## config.mk

```make
export PLATFORM = sky130hd
export DESIGN_NAME = mem_rr_arbiter_flat
export DESIGN_NICKNAME = d
export VERILOG_FILES = /design/src/rtl/mem_rr_arbiter_if.sv /design/src/rtl/mem_rr_arbiter.sv /design/src/flat_wrapper.sv
export SDC_FILE = /design/constraint.sdc
export NUM_CORES = 1
export LEC_CHECK = 0
export ABC_AREA = 0
export CAP_MARGIN = 20
export CELL_PAD_IN_SITES_DETAIL_PLACEMENT = 0
export CELL_PAD_IN_SITES_GLOBAL_PLACEMENT = 1
export CORE_ASPECT_RATIO = 0.9
export CORE_MARGIN = 2
export CORE_UTILIZATION = 24
export CTS_CLUSTER_SIZE = 24
export DETAILED_ROUTE_END_ITERATION = 6
export PLACE_DENSITY_LB_ADDON = 0.1
export SYNTH_ARGS = -nofsm -noshare
export SYNTH_HDL_FRONTEND = slang
export SYNTH_SLANG_ARGS = --single-unit
export TNS_END_PERCENT = 1
```

## constraint.sdc

```tcl
create_clock -name clk_i -period 3.5 [get_ports clk_i]
set_input_delay 0.875 -clock clk_i [delete_from_list [all_inputs] [get_ports clk_i]]
set_output_delay 0.875 -clock clk_i [all_outputs]
set_load 0.03 [all_outputs]
```

## src/rtl/mem_rr_arbiter_if.sv

```systemverilog
// mem_rr_arbiter_if: requester-side and memory-side signal bundle
// for the round-robin memory arbiter.
interface mem_rr_arbiter_if #(
  parameter int NREQ   = 4,
  parameter int DWIDTH = 8,
  parameter int AWIDTH = 6
);
  logic [NREQ-1:0]        req_i;
  logic [NREQ-1:0]        we_i;
  logic [NREQ*AWIDTH-1:0] addr_i;
  logic [NREQ*DWIDTH-1:0] wdata_i;
  logic [NREQ-1:0]        gnt_o;
  logic [DWIDTH-1:0]      rdata_o;
  logic [NREQ-1:0]        rvalid_o;
  logic                   mem_wr_o;
  logic                   mem_rd_o;
  logic [AWIDTH-1:0]      mem_addr_o;
  logic [DWIDTH-1:0]      mem_data_o;
  logic [DWIDTH-1:0]      mem_rddata_i;
  logic                   mem_rddatavalid_i;

  modport slave (
    input  req_i, we_i, addr_i, wdata_i,
    input  mem_rddata_i, mem_rddatavalid_i,
    output gnt_o, rdata_o, rvalid_o,
    output mem_wr_o, mem_rd_o,
    output mem_addr_o, mem_data_o
  );

  modport master (
    output req_i, we_i, addr_i, wdata_i,
    output mem_rddata_i, mem_rddatavalid_i,
    input  gnt_o, rdata_o, rvalid_o,
    input  mem_wr_o, mem_rd_o,
    input  mem_addr_o, mem_data_o
  );
endinterface

```

## src/rtl/mem_rr_arbiter.sv

```systemverilog
// mem_rr_arbiter: round-robin share of one single-port sync memory
// among NREQ requesters, with read-return routing to the issuer.
module mem_rr_arbiter #(
  parameter int NREQ   = 4,
  parameter int DWIDTH = 8,
  parameter int AWIDTH = 6
) (
  input logic             clk_i,
  input logic             rst_ni,
  mem_rr_arbiter_if.slave bus
);
  localparam int IDXW = $clog2(NREQ);

  logic [IDXW-1:0]   r_ptr;
  logic              r_wr;
  logic              r_rd;
  logic [AWIDTH-1:0] r_addr;
  logic [DWIDTH-1:0] r_data;
  logic              r_s1_v;
  logic [IDXW-1:0]   r_s1_idx;
  logic              r_s2_v;
  logic [IDXW-1:0]   r_s2_idx;

  logic              w_found;
  logic [IDXW-1:0]   w_win;
  logic [IDXW-1:0]   w_cand;
  logic [NREQ-1:0]   w_gnt;
  logic              w_we;
  logic [AWIDTH-1:0] w_addr;
  logic [DWIDTH-1:0] w_data;
  logic [NREQ-1:0]   w_rvalid;
  logic [IDXW-1:0]   w_ptr_nxt;

  // search from r_ptr upward with wrap; first requester wins
  always_comb begin
    w_found = 1'b0;
    w_win   = '0;
    w_cand  = '0;
    for (int k = 0; k < NREQ; k++) begin
      w_cand = IDXW'((int'(r_ptr) + k) % NREQ);
      if (!w_found && bus.req_i[w_cand]) begin
        w_found = 1'b1;
        w_win   = w_cand;
      end
    end
  end

  always_comb begin
    w_gnt  = '0;
    w_we   = 1'b0;
    w_addr = '0;
    w_data = '0;
    for (int i = 0; i < NREQ; i++) begin
      if (w_win == IDXW'(i)) begin
        w_gnt[i] = w_found & rst_ni;
        w_we     = bus.we_i[i];
        w_addr   = bus.addr_i[i*AWIDTH +: AWIDTH];
        w_data   = bus.wdata_i[i*DWIDTH +: DWIDTH];
      end
    end
  end

  assign w_ptr_nxt = (w_win == IDXW'(NREQ - 1))
                   ? '0 : w_win + 1'b1;

  always_ff @(posedge clk_i or negedge rst_ni) begin
    if (!rst_ni) begin
      r_ptr    <= '0;
      r_wr     <= 1'b0;
      r_rd     <= 1'b0;
      r_addr   <= '0;
      r_data   <= '0;
      r_s1_v   <= 1'b0;
      r_s1_idx <= '0;
      r_s2_v   <= 1'b0;
      r_s2_idx <= '0;
    end else begin
      r_wr     <= w_found & w_we;
      r_rd     <= w_found & ~w_we;
      r_s1_v   <= w_found & ~w_we;
      r_s1_idx <= w_win;
      r_s2_v   <= r_s1_v;
      r_s2_idx <= r_s1_idx;
      if (w_found) begin
        r_ptr  <= w_ptr_nxt;
        r_addr <= w_addr;
        r_data <= w_data;
      end
    end
  end

  // stage2 lines up with the memory's registered read return
  always_comb begin
    w_rvalid = '0;
    for (int i = 0; i < NREQ; i++) begin
      w_rvalid[i] = r_s2_v
                  & bus.mem_rddatavalid_i
                  & (r_s2_idx == IDXW'(i));
    end
  end

  assign bus.gnt_o      = w_gnt;
  assign bus.rvalid_o   = w_rvalid;
  assign bus.rdata_o    = (|w_rvalid)
                        ? bus.mem_rddata_i : '0;
  assign bus.mem_wr_o   = r_wr;
  assign bus.mem_rd_o   = r_rd;
  assign bus.mem_addr_o = r_addr;
  assign bus.mem_data_o = r_data;
endmodule
```

## src/flat_wrapper.sv

```systemverilog
// flat-port wrapper written by rule: the top's interface ports become plain ports
module mem_rr_arbiter_flat 
#(
  parameter int NREQ   = 4,
  parameter int DWIDTH = 8,
  parameter int AWIDTH = 6
)
  (clk_i, rst_ni, bus_req_i, bus_we_i, bus_addr_i, bus_wdata_i, bus_mem_rddata_i, bus_mem_rddatavalid_i, bus_gnt_o, bus_rdata_o, bus_rvalid_o, bus_mem_wr_o, bus_mem_rd_o, bus_mem_addr_o, bus_mem_data_o);
  mem_rr_arbiter_if #(.NREQ(NREQ), .DWIDTH(DWIDTH), .AWIDTH(AWIDTH)) bus_i ();
  input logic clk_i;
  input logic rst_ni;
  input wire logic [$bits(bus_i.req_i)-1:0] bus_req_i;
  input wire logic [$bits(bus_i.we_i)-1:0] bus_we_i;
  input wire logic [$bits(bus_i.addr_i)-1:0] bus_addr_i;
  input wire logic [$bits(bus_i.wdata_i)-1:0] bus_wdata_i;
  input wire logic [$bits(bus_i.mem_rddata_i)-1:0] bus_mem_rddata_i;
  input wire logic [$bits(bus_i.mem_rddatavalid_i)-1:0] bus_mem_rddatavalid_i;
  output wire logic [$bits(bus_i.gnt_o)-1:0] bus_gnt_o;
  output wire logic [$bits(bus_i.rdata_o)-1:0] bus_rdata_o;
  output wire logic [$bits(bus_i.rvalid_o)-1:0] bus_rvalid_o;
  output wire logic [$bits(bus_i.mem_wr_o)-1:0] bus_mem_wr_o;
  output wire logic [$bits(bus_i.mem_rd_o)-1:0] bus_mem_rd_o;
  output wire logic [$bits(bus_i.mem_addr_o)-1:0] bus_mem_addr_o;
  output wire logic [$bits(bus_i.mem_data_o)-1:0] bus_mem_data_o;
  assign bus_i.req_i = bus_req_i;
  assign bus_i.we_i = bus_we_i;
  assign bus_i.addr_i = bus_addr_i;
  assign bus_i.wdata_i = bus_wdata_i;
  assign bus_i.mem_rddata_i = bus_mem_rddata_i;
  assign bus_i.mem_rddatavalid_i = bus_mem_rddatavalid_i;
  assign bus_gnt_o = bus_i.gnt_o;
  assign bus_rdata_o = bus_i.rdata_o;
  assign bus_rvalid_o = bus_i.rvalid_o;
  assign bus_mem_wr_o = bus_i.mem_wr_o;
  assign bus_mem_rd_o = bus_i.mem_rd_o;
  assign bus_mem_addr_o = bus_i.mem_addr_o;
  assign bus_mem_data_o = bus_i.mem_data_o;
  mem_rr_arbiter #(.NREQ(NREQ), .DWIDTH(DWIDTH), .AWIDTH(AWIDTH)) u_core (.clk_i(clk_i), .rst_ni(rst_ni), .bus(bus_i));
endmodule
```

==> results.txt <==
DRC violations left - 0
Syn Area/Cell - 8.402 um^2
Final min period - 3.366 ns
clock network power share - 0.085
CTS tree - yes
worst vdd ir - 0.2163 mV
routed via count - 1744
Total Power - 1.986 mW
clock sink count - 23
clk_lat worst skew - 0.26 ns
Worst setup EP type - output port
Die ar. - 7174 um^2
input/output buffers - 106
half-perimeter wire length after placement - 3994 um
clock buffer count from CTS - 3
Routed WL - 5437 um
final worst-path cycle share - 0.9616
yosys warns - 0
Mapped Nets - 265
Remaining Overflow, GRT - 0
sequential power share - 0.246
Initial Utilization - 0.2514
max_cap viols - 0
hold crit path type - reg2reg
CP max FO - 5
Rows - 27
P&R area growth vs syn - 81.10%
RSZ-0062 raised after global routing - no
WP data required - 2.62 ns
number of global-route vias before repair - 1645
root buffer cell - clkbuf_8
Yosys cell types - 27
HP Start - u_core.r_s1_idx[1]
drt first-iter violations - 49
Worst Setup SP - bus_req_i[3]
sw frac - 0.4484
routed wire length per instance - 14.27 um
layout cell share with drive strength beyond 1 - 0.1020
GRT Util Overall - 0.1449
First-pass DRT Iterations - 4
FF+latch count, synth - 23
upper clock frequency limit - 0.2971 GHz
H-tree depth - 1
outcome - finished, final reports clean
RePlAce Congestion - 0.8349
Comb pwr share - 0.669
worst-margin pin slew - 0.4733 ns
Slew headroom - 0.6835
first-pass GRT wire length - 8010 um
cell count after synthesis - 186
nets - 374
Final setup viols - 0
post-CTS setup buffers - 0
count of final max-slew check failures - 0
antenna violations before repair - 0
worst r2r src - u_core.r_ptr[1]
core region area - 6216 um^2
sequential share of the synthesized area - 0.3683
synthesized cell area - 1563 um^2
Pwr Density - 701.6 nW/um^2
post-route ant nets - 0
Die Y-Extent - 80.55 um
Setup crit start kind - input port
largest net degree at the start of global routing - 36
Fin. Hold Viols - 0
I/O pins - 107
CP Data Arrival Time - 2.49 ns
TNS Setup - 0 ns
Antenna diodes - 0
Longest Clk Path Bufs - 2
register clock-pin slew on the reported worst setup and hold paths - 0.09 ns
Final Util - 0.4553
crit path kind - in2out
Lkg Pwr - 1.268 nW
Pint - 1.095 mW
Hold Buf Count CTS - 0
Worst Clk Skew - 0.006002 ns
Vias/cell - 4.577
net switching power - 0.8903 mW
Die X - 89.06 um
-- placed cells by master (no fill, tap or decap) --
master           synthesis  routed
nand2b_1                 2       2
o22a_1                  15      15
nor2b_1                  1       1
nand3_1                  1       1
o21a_1                   1       1
a21boi_0                 1       1
o22ai_2                  0       1
ha_4                     0       2
clkbuf_8                 0       3
clkdlybuf4s50_1          0      98
nand3b_1                14      14
dfrtp_1                 23      23
ha_1                     4       2
nor2_1                   5       4
nor3_1                   2       2
and3_2                   0       1
nor2_2                   0       1
or3_1                    1       1
a211oi_1                 1       1
or4_4                    0       2
mux2_4                   1       1
buf_4                    0      17
mux2i_1                  1       1
a21oi_1                 17      17
inv_1                   16      16
and3_1                  13      12
nor4_2                   0       1
dlymetal6s2s_1           0       2
nand2_1                 32      32
clkinv_2                 0       1
o21ai_0                  2       2
dlygate4sd2_1            0       2
a221oi_1                14      14
-- through the flow --
stage | hold slack (ns) | worst slack [ns] | cell area [um^2] | cells
6_report | 0.3565 | 0.1345 | 2830 | 381
5_1_grt | 0.3659 | 0.07223 | 2830 | 381
4_1_cts | 0.3575 | -0.01234 | 2796 | 381
3_5_place_dp | 0.3363 | -0.1976 | 2734 | 377
3_3_place_gp | 0.3334 | -0.1588 | 2734 | 377
2_1_floorplan | 0.3312 | 0.01194 | 1564 | 186
-- layer usage --
layer | share of wire | track usage
met1 | 0.44 | 0.1866
met2 | 0.47 | 0.2470
met3 | 0.085 | 0.03289
met4 | 0.0035 | 0.02985
met5 | 0 | 0
-- synth_stat cells, drive strengths merged --
master | instances | area (um^2)
a211oi | 1 | 7.510
a21boi | 1 | 7.510
a21oi | 17 | 85.08
a221oi | 14 | 122.6
and3 | 13 | 81.33
buf | 5 | 50.04
clkbuf | 10 | 37.54
dfrtp | 23 | 575.6
ha | 4 | 50.05
inv | 16 | 60.06
mux2 | 1 | 15.01
mux2i | 1 | 10.01
nand2 | 32 | 120.1
nand2b | 2 | 12.51
nand3 | 1 | 5.000
nand3b | 14 | 105.1
nor2 | 5 | 18.77
nor2b | 1 | 6.260
nor3 | 2 | 10.01
nor4 | 1 | 6.260
o21a | 1 | 7.510
o21ai | 2 | 10.01
o22a | 15 | 131.4
o22ai | 1 | 6.260
or3 | 1 | 6.260
or4 | 2 | 15.01
-- worst max-delay path, stage by stage --
cell and delay [ns]:
dlygate4sd2_1 0.30, nand2b_1 0.13, a21oi_1 0.08, or4_4 0.59, ha_4 0.19, and3_2 0.16, buf_4 0.16
-- state kept, by name, summed over array words and instances (netlist names) --
register               count
u_core.r_ptr               2
u_core.r_s2_idx            2
u_core.bus.mem_wr_o        1
u_core.r_s1_idx            2
u_core.bus.mem_addr_o      6
u_core.bus.mem_rd_o        1
u_core.r_s2_v              1
u_core.bus.mem_data_o      8
-- final timing paths --
path	endpoint	slack (ns)	depth (start not counted)
hold / removal	u_core.r_s2_idx[1]	0.36	0
max in group asynchronous	u_core.bus.mem_addr_o[0]	2.03	2
setup reg to reg	u_core.bus.mem_addr_o[1]	1.08	9
hold reg to reg	u_core.r_s2_idx[1]	0.36	0
setup / recovery	bus_gnt_o[0]	0.13	7
min in group asynchronous	u_core.bus.mem_data_o[4]	0.93	1
-- cell type report --
class	instances	area [um^2]
fill	666	3386
timing repair buffer	119	1151
multi-input combinational	132	888.4
sequential	23	575.6
tap	87	108.9
inverter	16	60.06
clock buffer	3	41.29
clock inverter	1	5.005
-- cell families (layout without fill, tap and decap cells) --
family,count (synthesis),after routing,synth area share
AOI/OAI and AO/OA,52,52,0.2418
DFF,23,23,0.3683
buffers and inverters,31,139,0.09447
and+or+nand+nor,74,74,0.2474
muxes,2,2,0.01601
adders and majority gates,4,4,0.03203
-- power by group through the flow --
stage,Clock [mW],Combinational [mW],Sequential (mW)
floorplan,0,0.633,0.658
global placement,0,1.31,0.488
detailed placement,0,1.32,0.492
CTS,0.177,1.33,0.489
global route,0.192,1.45,0.506
finish,0.169,1.33,0.488
-- what timing repair did --
action	CTS	global route
resized for setup	7	6
cloned	0	0
hold endpoints to repair	0	0
endpoints found under the setup margin	4	4
pin swaps	0	1
Power figures use the tool's default switching activity.
